--- config.mk ---
export PLATFORM = sky130hd
export DESIGN_NAME = cv32e40s_data_obi_bounded_interface
export DESIGN_NICKNAME = d
export VERILOG_FILES = /design/src/rtl/cv32e40s_data_obi_bounded_interface.sv
export SDC_FILE = /design/constraint.sdc
export NUM_CORES = 1
export LEC_CHECK = 0
export CAP_MARGIN = 0
export CORE_ASPECT_RATIO = 0.6
export CORE_MARGIN = 5
export CORE_UTILIZATION = 39
export CTS_CLUSTER_SIZE = 12
export DETAILED_ROUTE_END_ITERATION = 10
export GPL_TIMING_DRIVEN = 0
export PLACE_DENSITY_LB_ADDON = 0.1
export SYNTH_ARGS = -nofsm -noshare
export SYNTH_HDL_FRONTEND = slang
export SYNTH_SLANG_ARGS = --single-unit
export TNS_END_PERCENT = 100
--- constraint.sdc ---
create_clock -name clk -period 2.2 [get_ports clk]
set_input_delay 0.22 -clock clk [delete_from_list [all_inputs] [get_ports clk]]
set_output_delay 0.22 -clock clk [all_outputs]
set_load 0.005 [all_outputs]
--- src/rtl/cv32e40s_data_obi_bounded_interface.sv ---
// ----------------------------------------------------------------------------
// cv32e40s_data_obi_bounded_interface
//
// Data-side OBI master adapter sitting between the load/store unit and the
// data OBI bus. Requests on trans_* become OBI A-channel transfers. R-channel
// responses pass straight through to resp_* with zero latency. Each response
// is tagged with the write flag of the transaction it answers.
//
// The A-channel payload is held stable in a hold register while the bus
// withholds grant. The number of accepted-but-unanswered transactions is
// bounded by MAX_OUTSTANDING.
//
// Handshakes:
//   trans_*  : a request is taken when trans_valid_i && trans_ready_o. The
//              requester may change trans_* on the following cycle.
//   data A   : a transfer is accepted when data_req_o && data_gnt_i. While
//              req is high and gnt is low, the payload does not change.
//   data R   : data_rvalid_i is always accepted; resp_* has no backpressure.
//
// Optional feature (macro CV32E40S_DATA_OBI_ACHK_EN):
//   When the macro is defined, data_achk_o carries per-byte parity of the
//   A-channel. From the MSB down it holds:
//     - the wdata bytes, high to low, each as an even-parity bit;
//     - {be,we} as an odd-parity bit;
//     - the addr bytes, high to low, each as an even-parity bit.
//   When the macro is undefined, data_achk_o is tied to 0.
//
// Ports:
//   clk, rst_n        clock, asynchronous active-low reset
//   trans_*           load/store unit request side
//   resp_*            response side (valid, rdata, err, write flag)
//   data_*            OBI A/R channel, including the inverted-parity companions
//                     of req, gnt and rvalid
//   outstanding_o     current outstanding transaction count
//   integrity_err_o   parity mismatch on gnt or rvalid this cycle
//   protocol_err_o    rvalid seen with nothing outstanding this cycle
// ----------------------------------------------------------------------------
module cv32e40s_data_obi_bounded_interface #(
    parameter int unsigned ADDR_WIDTH      = 32,
    parameter int unsigned DATA_WIDTH      = 32,
    parameter int unsigned MAX_OUTSTANDING = 2
) (
    input  logic                                      clk,
    input  logic                                      rst_n,
    input  logic                                      trans_valid_i,
    output logic                                      trans_ready_o,
    input  logic [ADDR_WIDTH-1:0]                     trans_addr_i,
    input  logic                                      trans_we_i,
    input  logic [DATA_WIDTH/8-1:0]                   trans_be_i,
    input  logic [DATA_WIDTH-1:0]                     trans_wdata_i,
    output logic                                      resp_valid_o,
    output logic [DATA_WIDTH-1:0]                     resp_rdata_o,
    output logic                                      resp_err_o,
    output logic                                      resp_we_o,
    output logic                                      data_req_o,
    output logic                                      data_reqpar_o,
    input  logic                                      data_gnt_i,
    input  logic                                      data_gntpar_i,
    output logic [ADDR_WIDTH-1:0]                     data_addr_o,
    output logic                                      data_we_o,
    output logic [DATA_WIDTH/8-1:0]                   data_be_o,
    output logic [DATA_WIDTH-1:0]                     data_wdata_o,
    output logic [DATA_WIDTH/8+ADDR_WIDTH/8:0]        data_achk_o,
    input  logic                                      data_rvalid_i,
    input  logic                                      data_rvalidpar_i,
    input  logic [DATA_WIDTH-1:0]                     data_rdata_i,
    input  logic                                      data_err_i,
    output logic [$clog2(MAX_OUTSTANDING+1)-1:0]      outstanding_o,
    output logic                                      integrity_err_o,
    output logic                                      protocol_err_o
);

    localparam int unsigned BE_WIDTH  = DATA_WIDTH / 8;
    localparam int unsigned CNT_WIDTH = $clog2(MAX_OUTSTANDING + 1);
    localparam logic [CNT_WIDTH-1:0] CNT_MAX = CNT_WIDTH'(MAX_OUTSTANDING);
    localparam logic [CNT_WIDTH-1:0] CNT_ONE = CNT_WIDTH'(1);

    typedef enum logic [0:0] {
        IDLE    = 1'b0,
        PENDING = 1'b1
    } state_e;

    state_e                  state_q, state_d;
    logic [ADDR_WIDTH-1:0]   hold_addr_q, hold_addr_d;
    logic                    hold_we_q, hold_we_d;
    logic [BE_WIDTH-1:0]     hold_be_q, hold_be_d;
    logic [DATA_WIDTH-1:0]   hold_wdata_q, hold_wdata_d;
    logic [CNT_WIDTH-1:0]    count_q, count_d;
    // In-order write flags of outstanding transactions; entry 0 is the oldest.
    logic [MAX_OUTSTANDING-1:0] fifo_q, fifo_d;

    logic                    full;
    logic                    req_raw;
    logic                    accept;
    logic                    resp_pop;
    logic [CNT_WIDTH-1:0]    wr_idx;

    assign full = (count_q == CNT_MAX);

    // ------------------------------------------------------------------
    // A-channel FSM: next state, hold register and A-channel outputs.
    // ------------------------------------------------------------------
    always_comb begin
        state_d       = state_q;
        hold_addr_d   = hold_addr_q;
        hold_we_d     = hold_we_q;
        hold_be_d     = hold_be_q;
        hold_wdata_d  = hold_wdata_q;
        trans_ready_o = 1'b0;
        req_raw       = 1'b0;
        data_addr_o   = trans_addr_i;
        data_we_o     = trans_we_i;
        data_be_o     = trans_be_i;
        data_wdata_o  = trans_wdata_i;

        unique case (state_q)
            IDLE: begin
                trans_ready_o = !full;
                req_raw       = trans_valid_i && !full;
                // Without a grant the request is parked in the hold register.
                // The requester is released now and may move on.
                if (req_raw && !data_gnt_i) begin
                    hold_addr_d  = trans_addr_i;
                    hold_we_d    = trans_we_i;
                    hold_be_d    = trans_be_i;
                    hold_wdata_d = trans_wdata_i;
                    state_d      = PENDING;
                end
            end
            PENDING: begin
                req_raw      = 1'b1;
                data_addr_o  = hold_addr_q;
                data_we_o    = hold_we_q;
                data_be_o    = hold_be_q;
                data_wdata_o = hold_wdata_q;
                if (data_gnt_i) begin
                    state_d = IDLE;
                end
            end
            default: begin
                state_d = IDLE;
            end
        endcase
    end

    // req drops the moment reset asserts, without waiting for a clock edge.
    assign data_req_o    = req_raw && rst_n;
    assign data_reqpar_o = !data_req_o;

    // ------------------------------------------------------------------
    // Outstanding counter and write-flag FIFO.
    // ------------------------------------------------------------------
    always_comb begin
        accept   = data_req_o && data_gnt_i;
        resp_pop = data_rvalid_i && (count_q != '0);
        count_d  = count_q;
        fifo_d   = fifo_q;
        wr_idx   = count_q;

        if (resp_pop) begin
            fifo_d = fifo_q >> 1;
            // After the shift, the first free slot moves down by one.
            wr_idx = count_q - CNT_ONE;
        end

        if (accept) begin
            for (int i = 0; i < int'(MAX_OUTSTANDING); i++) begin
                if (i == int'(wr_idx)) begin
                    fifo_d[i] = data_we_o;
                end
            end
        end

        unique case ({accept, resp_pop})
            2'b10:   count_d = count_q + CNT_ONE;
            2'b01:   count_d = count_q - CNT_ONE;
            default: count_d = count_q;
        endcase
    end

    always_ff @(posedge clk or negedge rst_n) begin
        if (!rst_n) begin
            state_q      <= IDLE;
            hold_addr_q  <= '0;
            hold_we_q    <= 1'b0;
            hold_be_q    <= '0;
            hold_wdata_q <= '0;
            count_q      <= '0;
            fifo_q       <= '0;
        end else begin
            state_q      <= state_d;
            hold_addr_q  <= hold_addr_d;
            hold_we_q    <= hold_we_d;
            hold_be_q    <= hold_be_d;
            hold_wdata_q <= hold_wdata_d;
            count_q      <= count_d;
            fifo_q       <= fifo_d;
        end
    end

    // ------------------------------------------------------------------
    // R channel: pure pass-through.
    // An unexpected rvalid is still forwarded, but it carries we=0.
    // ------------------------------------------------------------------
    assign resp_valid_o   = data_rvalid_i;
    assign resp_rdata_o   = data_rdata_i;
    assign resp_err_o     = data_err_i;
    assign resp_we_o      = (count_q != '0) ? fifo_q[0] : 1'b0;
    assign protocol_err_o = data_rvalid_i && (count_q == '0);
    assign outstanding_o  = count_q;

    // A companion equal to its signal means the inverted-parity pair is broken.
    assign integrity_err_o = (data_gnt_i == data_gntpar_i) ||
                             (data_rvalid_i == data_rvalidpar_i);

    // ------------------------------------------------------------------
    // A-channel checksum.
    // ------------------------------------------------------------------
`ifdef CV32E40S_DATA_OBI_ACHK_EN
    always_comb begin
        data_achk_o = '0;
        for (int i = 0; i < int'(ADDR_WIDTH / 8); i++) begin
            data_achk_o[i] = ^data_addr_o[i*8 +: 8];
        end
        data_achk_o[ADDR_WIDTH/8] = ~^{data_be_o, data_we_o};
        for (int i = 0; i < int'(BE_WIDTH); i++) begin
            data_achk_o[ADDR_WIDTH/8 + 1 + i] = ^data_wdata_o[i*8 +: 8];
        end
    end
`else
    assign data_achk_o = '0;
`endif

endmodule

==> summary.txt <==
Status
  • Outcome: finished clean

Critical path
  • RR Endpoint: hold_wdata_q[12]
  • Worst Path Arrival: ~1.9 ns
  • WP data required: between 1.5 and 2 ns
  • Crit path launch type: flop
  • Reg2reg start: outstanding_o[1]
  • WS Path Type: reg -> out
  • Reg2Reg Depth: 5
  • Crit path launch: state_q
  • Worst-path fanout max: 10
  • Register-to-register setup slack: between 0.1 and 0.15 ns
  • Crit path capture: data_addr_o[10]
  • Element type at the critical path end: primary output

Flow run
  • Max Cap Viol: 0

Timing
  • Slew Viols, Final: 0
  • Slew @ Worst Pin: 0.498 ns
  • Fmax: between 400 and 500 MHz
  • Final setup vio count: 0
  • Slew HR: 0.667
  • Count of final hold-check violations: 0
  • RSZ-0062 raised after global routing: yes
  • Hold WS: about 0.45 ns
  • Tmin final: about 2.1 ns
  • Clk_skew: between 0.003 and 0.004 ns
  • Period utilisation layout: 0.966
  • Setup WS post-layout: about 0.074 ns

Synth
  • Synth Area in Simple Gates: 0.0316
  • Adder-cell share of the synthesized area: 0.00919
  • Post-synthesis sequential area ratio: 0.454
  • Largest family of logic cells by synthesized area: multiplexers
  • Cell area after synthesis: a little over 4000 um^2
  • Syn. warnings: 0
  • Area fraction in compound gates after synthesis: 0.0101
  • Area leader, netlist: dfrtp_1
  • Mux contribution to synthesized area: 0.383
  • Post-Synth XOR/XNOR Area: 0.00858
  • Syn avg cell area: around 13 um^2
  • Post-synth top area share: 0.454
  • Area contributors post-synth: dfrtp_1 45%, mux2_2 35%, buf_4 8.1%
  • Synth unique cells: 24
  • Synth Instances: ~310
  • Flops & latches, synth: between 70 and 80

Drt
  • Via Count: about 3100
  • Post-detailed-route via-to-cell ratio: roughly 4.7
  • Drt pass-1 iters: 4
  • Drc violations: 0
  • Final wirelength: 11300 um
  • Post-route ant nets: 0
  • Initial DRC Count: between 60 and 70
  • WL per Instance: ~17 um

Die
  • Die Wd: around 140 um
  • Die area: between 10000 and 15000 um^2
  • Core ar.: between 10000 and 15000 um^2
  • Initial Util: 0.406
  • Chip height: approximately 90 um
  • # IOs: between 200 and 250
  • Num rows: 28

Placed design
  • Pre-CTS WS: -0.199 ns
  • Placer Congestion: about 0.76
  • IO Port Bufs: ~190
  • Placed cells: roughly 640
  • DP HPWL: between 8000 and 9000 um

CTS
  • Clock tree buffer depth: 2
  • Clock sink total: 74
  • Worst-path clk slew: ~0.06 ns
  • CTS tree: built
  • Root buffer cell: clkbuf_16
  • H-tree levels: 3
  • CTS Buf Count: 9
  • Clk Latency, worst-skew pair: roughly 0.34 ns

Pwr
  • Psw: 1800 uW
  • Comb pwr share: 0.416
  • Max IR drop VDD: about 0.48 mV
  • Pwr Total: around 6600 uW
  • Pwr dens: around 1000 nW/um^2
  • Leak pwr: between 0.002 and 0.003 uW
  • Flop pwr share: 0.356
  • Clk pwr share: 0.228
  • Internal: around 4800 uW
  • Net Sw Frac: 0.272

Finish
  • Finished Layout Cells: 661
  • Final nets: roughly 630
  • Post-layout util: 0.655
  • # diodes: 0
  • P&R area growth vs syn: 61.2%
  • Share of cells above drive strength 1: 0.405

Global routing
  • GRT Overall Usage: 0.174
  • Initial antenna violation count: 0
  • First-pass GRT wire length: 17200 um
  • GRT met2 Usage: 0.274
  • Grt met1 use: 0.227
  • Top Usage Layer GRT: met2
  • Met3 Track Usage GR: 0.0647
  • Overflow after GRT: 0
  • Vias in the first global route: around 3400
  • Largest net degree at the start of global routing: 44

Hold path
  • Hold Path Class: in -> async
[sequential cells by signal, indices dropped and copies added, names as in the netlist]
signal,count
state_q,1
hold_addr_q,32
outstanding_o,2
fifo_q,2
hold_be_q,4
hold_wdata_q,32
hold_we_q,1
[worst max-delay path: stages, from the launching register on]
cell,delay [ns]
dfrtp_1,0.32
buf_4,0.20
buf_4,0.23
mux2_2,0.35
clkdlybuf4s50_1,0.48
[timing repair]
item,in CTS,in global routing
cloned,0,1
gates resized for setup,18,3
endpoints found under the hold margin,33,0
pin swaps,0,0
buffers inserted,1,0
endpoints found under the setup margin,140,22
hold buffers,2,0
[cells in the final DEF, fill, tap and decap left out, types with 2 or more instances in the layout]
| cell | synthesis | layout |
|---|---|---|
| xor2_1 | 2 | 2 |
| mux2_1 | 10 | 10 |
| nor2_1 | 5 | 5 |
| nand2_1 | 5 | 5 |
| clkbuf_16 | 0 | 10 |
| a31o_2 | 3 | 3 |
| mux2_2 | 128 | 128 |
| nand4_1 | 5 | 5 |
| ha_1 | 3 | 2 |
| nor2b_1 | 3 | 3 |
| conb_1 | 1 | 9 |
| clkdlybuf4s50_1 | 0 | 184 |
| clkbuf_8 | 0 | 3 |
| xnor2_1 | 2 | 2 |
| dfrtp_2 | 0 | 2 |
| dfrtp_1 | 74 | 72 |
| buf_4 | 44 | 54 |
| inv_1 | 6 | 5 |
| buf_2 | 6 | 5 |
[how the worst min path moves through the flow]
stage                         start               end  slack, ns  cells after the start
finish                        rst_n    hold_addr_q[1]       0.45                      3
global placement    hold_wdata_q[9]   hold_wdata_q[9]       0.46                      1
global route                  rst_n  hold_wdata_q[24]       0.47                      3
CTS                           rst_n   hold_addr_q[26]       0.41                      3
detailed placement            rst_n   hold_addr_q[28]       0.22                      1
floorplan                     rst_n         fifo_q[0]      -0.08                      0
[kinds of logic after synthesis]
logic type / after synthesis
xor gates and xnor gates: 4
buffers and inverters: 64
AOI/OAI and AO/OA: 5
and+or+nand+nor: 22
muxes: 139
DFF: 74
adders and majority gates: 3
other: 1
[synth_stat cells]
master,number
nand4_1,5
mux2i_1,1
nand2b_1,1
buf_4,44
xor2_1,2
dfrtp_1,74
buf_1,7
o211a_1,1
buf_2,6
xnor2_1,2
and2_1,1
ha_1,3
buf_6,1
mux2_1,10
a31o_2,3
mux2_2,128
inv_1,6
nand3_1,1
nor2b_1,3
nor4b_4,1
nand2_1,5
conb_1,1
o21ai_0,1
nor2_1,5
[layer usage]
layer  up-vias  routed length, um  part of all wire
met1      1496               5030              0.44
li1       1467                  -                 -
met2       127               5180              0.46
met3        16                974             0.086
met4         0                146             0.013
met5         -                  0                 0
[power groups by stage]
| stage | Sequential, uW | Combinational, uW | Clock, uW |
|---|---|---|---|
| global route | 2430 | 2990 | 1600 |
| global placement | 2330 | 2620 | 0 |
| finish | 2360 | 2750 | 1510 |
| detailed placement | 2370 | 2680 | 0 |
| CTS | 2350 | 2780 | 1540 |
| floorplan | 2270 | 1460 | 0 |
[metrics by stage]
step	TNS, ns	cell area, um^2
2_1_floorplan	0	4110
3_3_place_gp	-157.71	6140
3_5_place_dp	-6.04	6170
4_1_cts	0	6550
5_1_grt	-0.131	6580
6_report	0	6580
[layout make-up]
| type | instances | area, um^2 |
|---|---|---|
| multi-input combinational | 182 | 1850 |
| tap | 135 | 169 |
| buffer | 58 | 427 |
| sequential | 74 | 1850 |
| clock buffer | 13 | 270 |
| fill | 759 | 3470 |
| timing repair buffer | 191 | 1950 |
| inverter | 6 | 22.5 |
| clock inverter | 2 | 35.0 |
Power figures use the tool's default switching activity.
